`src/rtl/seq_left_shifter.sv`:
```
// seq_left_shifter: multi-cycle left shifter, one bit position per clock under start/busy/done.
//   Modes: 00 logical left, 01 arithmetic left (sticky overflow), 10 rotate left, 11 pass.
//   Ports: clk, rst (async active-low), start, mode[1:0], shamt[SHW-1:0], din[WIDTH-1:0]
//          -> dout[WIDTH-1:0], carry, ovf, busy, done (one-cycle pulse).
//   Optional: define LSHIFT_SAT_EN to saturate dout in mode 01 when ovf is set.
module seq_left_shifter #(
    parameter int WIDTH = 16,
    parameter int SHW   = 4
) (
    input  logic             clk,
    input  logic             rst,
    input  logic             start,
    input  logic [1:0]       mode,
    input  logic [SHW-1:0]   shamt,
    input  logic [WIDTH-1:0] din,
    output logic [WIDTH-1:0] dout,
    output logic             carry,
    output logic             ovf,
    output logic             busy,
    output logic             done
);
    localparam logic [1:0] IDLE  = 2'd0;
    localparam logic [1:0] SHIFT = 2'd1;
    localparam logic [1:0] DONE  = 2'd2;
    logic [1:0]       state;
    logic [1:0]       mode_r;
    logic [SHW-1:0]   cnt;
    logic [WIDTH-1:0] step;
    // rotate feeds the outgoing MSB back into bit 0; other modes shift in zero
    assign step = {dout[WIDTH-2:0], (mode_r == 2'b10) & dout[WIDTH-1]};
`ifdef LSHIFT_SAT_EN
    logic             sign_r;
    logic [WIDTH-1:0] sat;
    // most positive / most negative value, chosen by the original operand's sign
    assign sat = {sign_r, {(WIDTH-1){~sign_r}}};
`endif
    always_ff @(posedge clk or negedge rst) begin
        if (!rst) begin
            state  <= IDLE;
            mode_r <= 2'b00;
            cnt    <= '0;
            dout   <= '0;
            carry  <= 1'b0;
            ovf    <= 1'b0;
            busy   <= 1'b0;
            done   <= 1'b0;
`ifdef LSHIFT_SAT_EN
            sign_r <= 1'b0;
`endif
        end else begin
            done <= 1'b0;
            case (state)
                IDLE: if (start) begin
                    dout   <= din;
                    mode_r <= mode;
                    cnt    <= shamt;
                    carry  <= 1'b0;
                    ovf    <= 1'b0;
                    busy   <= 1'b1;
                    state  <= (shamt != '0 && mode != 2'b11) ? SHIFT : DONE;
`ifdef LSHIFT_SAT_EN
                    sign_r <= din[WIDTH-1];
`endif
                end
                SHIFT: begin
                    carry <= dout[WIDTH-1];
                    dout  <= step;
                    // a step that changes the sign bit means the signed value no longer fits
                    ovf   <= ovf | ((mode_r == 2'b01) & (dout[WIDTH-1] ^ dout[WIDTH-2]));
                    cnt   <= cnt - 1'b1;
                    state <= (cnt == SHW'(1)) ? DONE : SHIFT;
                end
                DONE: begin
                    done  <= 1'b1;
                    busy  <= 1'b0;
                    state <= IDLE;
`ifdef LSHIFT_SAT_EN
                    if (mode_r == 2'b01 && ovf)
                        dout <= sat;
`endif
                end
                default: state <= IDLE;
            endcase
        end
    end
endmodule
```
`config.mk`:
```
export PLATFORM = sky130hd
export DESIGN_NAME = seq_left_shifter
export DESIGN_NICKNAME = d
export VERILOG_FILES = /design/src/rtl/seq_left_shifter.sv
export SDC_FILE = /design/constraint.sdc
export NUM_CORES = 1
export LEC_CHECK = 0
export ABC_AREA = 0
export CAP_MARGIN = 10
export CORE_AREA = 3 3 63 65
export DETAILED_ROUTE_END_ITERATION = 6
export DIE_AREA = 0 0 66 68
export GPL_TIMING_DRIVEN = 0
export PLACE_DENSITY = 0.66
export SYNTH_ARGS = -nofsm -noshare
export SYNTH_HDL_FRONTEND = slang
export SYNTH_SLANG_ARGS = --single-unit
```
`constraint.sdc`:
```
create_clock -name clk -period 1.8 [get_ports clk]
set_input_delay 0.27 -clock clk [delete_from_list [all_inputs] [get_ports clk]]
set_output_delay 0.27 -clock clk [all_outputs]
set_load 0.02 [all_outputs]
```
==> results.md, run 1 <==
- CP Launch Type: register
- Fill count: 331
- Routed Antenna Nets: 0
- IO buf count: 44
- Hold buffer count at CTS: 0
- WP data arrival: 1.43 ns
- Power Internal: 1.921 mW
- Cell taking the most area after synthesis: dfrtp_1
- Crit Path Category: register to output pin
- Yosys reg bits: 28
- Largest net degree at the start of global routing: 16
- Max Cap Violations: 0
- Final HPWL from detailed placement: 2430 um
- Worst path slowest cell: clkdlybuf4s50_1
- Clock Power Share: 0.091
- Slew headroom: 0.5143
- Starting DRC count in detailed routing: 31
- Ports: 45
- Total gr overflow: 0
- Final hold slack: 0.3637 ns
- CTS Buf Count: 3
- Die span in x: 66 um
- Post-synthesis cell area: 1353 um^2
- Syn Nets: 156
- Worst R2R Start: state[1]$_DFFE_PN0P_
- First-pass GRT wire length: 5547 um
- Area of the multi-input gates: 594.3 um^2
- Buf/Inv on CP: 1
- PostCTS Resize Cnt: 0
- Pleak: 0.8292 nW
- Post-synth EDFFs: 0
- CP max FO: 5
- CP startpoint: dout[15]$_DFFE_PN0P_
- Clock Path Buffers: 2
- Post-DP Area: 1878 um^2
- Final instance area: 1914 um^2
- Max Fclk: 0.5875 GHz
- Area delta synth->final: 41.54%
- Outcome: completed
- Kind of end point of the critical path: output pin
- Vias per cell: 4.960
- Ratio of cells with drive above 1 in the final layout: 0.06742
- Setup Total Neg Slack: 0 ns
- YS warnings: 0
- Endpoints failing setup: 0
- Post-synthesis sequential area ratio: 0.5180
- Crit-path max cell delay: 0.64 ns
- Clock Sinks: 28
- Total track usage: 0.1616
- Synth area leaders: dfrtp_1, mux2i_1, o21ai_0
- Synth top area share: 0.5180
- Flop pwr share: 0.360
- Initial Utilization: 0.3990
- Vias: 1111
- FF-to-FF setup slack: 0.35 ns
- Clk_lat worst skew: 0.32 ns
- Sw frac: 0.4101
- Max-slew violation total from the final report: 0
- Post-CTS Setup Bufs: 0
- Final hold vios: 0
- Post-route minimum period: 1.702 ns
- Die Area: 4488 um^2
- Most frequent cell after synthesis: dfrtp_1
- Worst Clk Skew: 0.006670 ns
- Clock Root Buffer: clkbuf_4
- Final Wtd Congestion: 0.7903
- PnR worst setup slack: 0.09800 ns
- Worst Reg-to-Reg Cells: 4
- Most common flop cell mapped by yosys: dfrtp_1
- Syn_area_per_cell: 10.48 um^2
- Cells after synthesis: 129
- Worst vdd ir: 745.0 uV
- Async set or reset register ratio after synthesis: 1.000
- Unrepaired setup endpoints after global routing: false
- WL final: 3231 um
- Top cells by count, synth: dfrtp_1, nand2_1, o21ai_0
- Pwr/cell area: 1701 nW/um^2
- # diodes: 0
- Count of unique library cells instantiated by Yosys: 32
- Worst slack, placed: 0.09770 ns
- CP Cell Sequence: clkdlybuf4s50_1
- Crit share post-route: 0.9456
- Comb power frac: 0.549
- Worst Tran Pin Value: 0.7262 ns
- Remaining DRCs: 0
- CTS tree: done
- CP delay by family, top: buffers and inverters
- Initial antenna violation count: 0
- FP Rows: 21
- Sw Pwr: 1.336 mW
- Vias in the first global route: 1182
- RR Endpoint: cnt[0]$_DFFE_PN0P_
- Worst-path clk slew: 0.14 ns
- Die height: 68 um
- NumNets Final: 206
- Crit path required time: 1.53 ns
- Core Footprint: 3390 um^2
- DR WL/cell: 14.42 um
- DRT Pass-1 Iters: 4
- Sequential cell area: 700.7 um^2
- HP Class: input port to async pin
- H-tree levels: 1
## how the worst max path moves through the flow
stage / to / slack (ns) / cells past startpoint
after floorplan: cnt[3]$_DFFE_PN0P_ / 0.48 / 3
after global placement: dout[11]$_DFFE_PN0P_ / 0.01 / 1
after detailed placement: dout[8]$_DFFE_PN0P_ / 0.1 / 5
after CTS: dout[15] / 0.08 / 1
after global routing: dout[15] / 0.01 / 1
final: dout[15] / 0.1 / 1
## final cells by class
cell class	count	share of cell area
clock buffers	4	0.01895
flip-flops and latches	28	0.3660
repair buffers	45	0.2444
well taps	46	0.03007
plain buffers	7	0.02026
multi-input cells	89	0.3105
inverters	5	0.009804
## layer usage
metal / GRT usage / wire length [um]
met5: 0 / 0
met4: 0.04569 / 23
met3: 0.04598 / 203
met2: 0.2791 / 1518
met1: 0.1979 / 1485
## cell usage in the layout, fill, tap and decap left out, drive strengths merged
cell	n
clkdlybuf4s50	44
mux2i	16
and2	1
a221o	1
nor3b	3
inv	5
nor2b	3
nor2	5
a21oi	4
nor4	1
o32a	2
buf	4
xor2	1
or2b	1
o22a	2
ha	2
and2b	1
mux2	2
a31oi	1
a211oi	1
nand2b	1
nand2	18
a22o	1
o21bai	1
dfrtp	28
nand4b	1
a32oi	1
clkbuf	8
o21ai	18
or3	1
## metrics by stage
step	cells	power, mW	util
after floorplan	129	2.255	-
after global placement	219	2.923	0.5460
after detailed placement	220	2.981	0.5541
after CTS	224	3.293	0.5648
after global routing	224	3.521	0.5648
final	224	3.257	0.5648
## power groups by stage
stage / Clock (mW) / Combinational (mW) / Sequential (mW)
6_report: 0.297 / 1.79 / 1.17
5_1_grt: 0.341 / 1.96 / 1.22
4_1_cts: 0.313 / 1.81 / 1.17
3_5_place_dp: 0 / 1.80 / 1.18
3_3_place_gp: 0 / 1.76 / 1.16
2_1_floorplan: 0 / 0.880 / 1.37
## registers in the layout, indices dropped and copies added (netlist names)
register and flops:
carry 1, dout 16, state 2, cnt 4, ovf 1, mode_r 2
done 1, busy 1
## logic make-up after synthesis
group / count (synthesis) / synth area share
DFF: 28 / 0.5180
AOI/OAI and AO/OA: 32 / 0.1489
buffers and inverters: 12 / 0.04255
muxes: 18 / 0.1351
and+or+nand+nor: 36 / 0.1305
adders and majority gates: 2 / 0.01850
xor gates and xnor gates: 1 / 0.006477
(Power assumes the default switching activity.)
==> run 2, diff against run 1 <==
- CORE_AREA: 3 3 63 65 -> 3 3 72 57
- DIE_AREA: 0 0 66 68 -> 0 0 75 60
==> run 2 against run 1 <==
Compared with the run above: clock skew is essentially flat; final cell count shrank 2.7%; sequential power is essentially flat; routed wire length shrank 0.80%; total power grew 2.4%; via count grew 0.54%; die area grew 0.27%; first-iteration DRC count grew 19%; worst setup slack gained 0.084 ns; worst hold slack gained 0.051 ns; utilization grew 0.53 points; critical endpoint unchanged; largest cell class unchanged.
==> results.md, run 2 (same netlist as run 1, synthesis figures left out) <==
- Ports: 45
- Total track usage: 0.1556
- Pleak: 0.8318 nW
- Critical Path Stages: 1
- Clock Sinks: 28
- Final Wtd Congestion: 0.8208
- Clock Path Buffers: 2
- WP data arrival: 1.35 ns
- Max Fclk: 0.6179 GHz
- Initial antenna violation count: 0
- Total gr overflow: 0
- Buf/Inv on CP: 1
- Slew headroom: 0.5179
- Placed insts: 214
- Vias per cell: 5.124
- FF-to-FF setup slack: 0.38 ns
- CP Cell Sequence: clkdlybuf4s50_1
- Crit-path max cell delay: 0.64 ns
- Worst path slowest cell: clkdlybuf4s50_1
- Post-CTS Setup Bufs: 0
- Clock Root Buffer: clkbuf_8
- Area delta synth->final: 41.44%
- Vias in the first global route: 1117
- Post-route minimum period: 1.618 ns
- Pwr/cell area: 1743 nW/um^2
- Most flop-heavy register: dout
- Die Area: 4500 um^2
- FP Rows: 18
- WL final: 3205 um
- IO buf count: 44
- Clk_lat worst skew: 0.28 ns
- Starting DRC count in detailed routing: 37
- H-tree levels: 1
- Max-slew violation total from the final report: 0
- Worst Clk Skew: 0.006878 ns
- Endpoints failing setup: 0
- Initial Utilization: 0.4031
- Routed Antenna Nets: 0
- CTS Buf Count: 3
- RR Endpoint: cnt[3]$_DFFE_PN0P_
- PostCTS Resize Cnt: 0
- NumNets Final: 206
- Vias: 1117
- Final HPWL from detailed placement: 2489 um
- Largest register FFs: 16
- # diodes: 0
- Worst Tran Pin Value: 0.7209 ns
- Unrepaired setup endpoints after global routing: false
- HP Class: input port to async pin
- Core Footprint: 3356 um^2
- Worst Reg-to-Reg Cells: 3
- Most common cell after layout, fill and taps aside: clkdlybuf4s50_1
- Worst vdd ir: 848.5 uV
- Ratio of cells with drive above 1 in the final layout: 0.06742
- Remaining DRCs: 0
- Setup Total Neg Slack: 0 ns
- First-pass GRT wire length: 5292 um
- CP delay by family, top: buffers and inverters
- Die span in x: 75 um
- CTS tree: done
- Outcome: completed
- Die height: 60 um
- Fin cells: 218
- CP Launch Type: register
- Crit share post-route: 0.8991
- Max Cap Violations: 0
- Hold buffer count at CTS: 0
- Final hold vios: 0
- DRT Pass-1 Iters: 4
- Worst R2R Start: cnt[2]$_DFFE_PN0P_
- Kind of end point of the critical path: output pin
- CP max FO: 5
- Largest regs: dout x16, cnt x4
- Crit Path Category: register to output pin
- Largest net degree at the start of global routing: 16
- Worst-path clk slew: 0.10 ns
- DR WL/cell: 14.70 um
- Most frequent cells in the layout: clkdlybuf4s50_1, dfrtp_1, o21ai_0, nand2_1, mux2i_1
- Crit path required time: 1.53 ns
==> run 2: area by class of cell <==
type,count,area (um^2)
clock buffers,4,55.05
multi-input cells,89,594.3
fillers,287,1443
flip-flops and latches,28,700.7
plain buffers,7,38.79
inverters,5,18.77
well taps,40,50.05
repair buffers,45,455.4
==> run 2: metrics by stage <==
| step | utilization | hold slack, ns | power (mW) | worst slack [ns] | cell area, um^2 |
|---|---|---|---|---|---|
| after global placement | 0.5492 | 0.4875 | 2.925 | -0.007502 | 1843 |
| final | 0.5701 | 0.4151 | 3.335 | 0.1816 | 1913 |
| after global routing | 0.5701 | 0.4513 | 3.596 | 0.1176 | 1913 |
| after detailed placement | 0.5537 | 0.4975 | 2.971 | 0.1001 | 1858 |
| after CTS | 0.5701 | 0.4339 | 3.372 | 0.1752 | 1913 |
| after floorplan | - | -0.02559 | 2.255 | 0.4807 | 1353 |
==> run 2: power breakdown <==
group | switching, mW | leakage (nW) | internal [mW]
Clock | 0.198 | 0.0288 | 0.196
Combinational | 0.898 | 0.464 | 0.876
Sequential | 0.245 | 0.339 | 0.922
Total | 1.34 | 0.832 | 1.99
==> run 2: per-layer routing <==
| metal | wire length [um] | track usage | vias to the layer above |
|---|---|---|---|
| met5 | 0 | 0 | - |
| met4 | 38 | 0.04569 | 0 |
| met3 | 119 | 0.03697 | 5 |
| met2 | 1553 | 0.2382 | 24 |
| met1 | 1494 | 0.2187 | 539 |
| li1 | - | - | 549 |
==> run 2: worst max path at each step <==
stage,end,start,slack [ns]
final,dout[15],dout[15]$_DFFE_PN0P_,0.18
after global routing,dout[15],dout[15]$_DFFE_PN0P_,0.12
after CTS,dout[15],dout[15]$_DFFE_PN0P_,0.18
after detailed placement,dout[14]$_DFFE_PN0P_,start,0.10
after global placement,dout[8]$_DFFE_PN0P_,rst,-0.008
after floorplan,cnt[3]$_DFFE_PN0P_,cnt[2]$_DFFE_PN0P_,0.48
==> run 2: worst register-to-register path, delay by kind of cell, from the launching register on <==
family,cells,cell delay (ns)
and+or+nand+nor,1,0.42
AOI/OAI and AO/OA,2,0.47
DFF,1,0.43
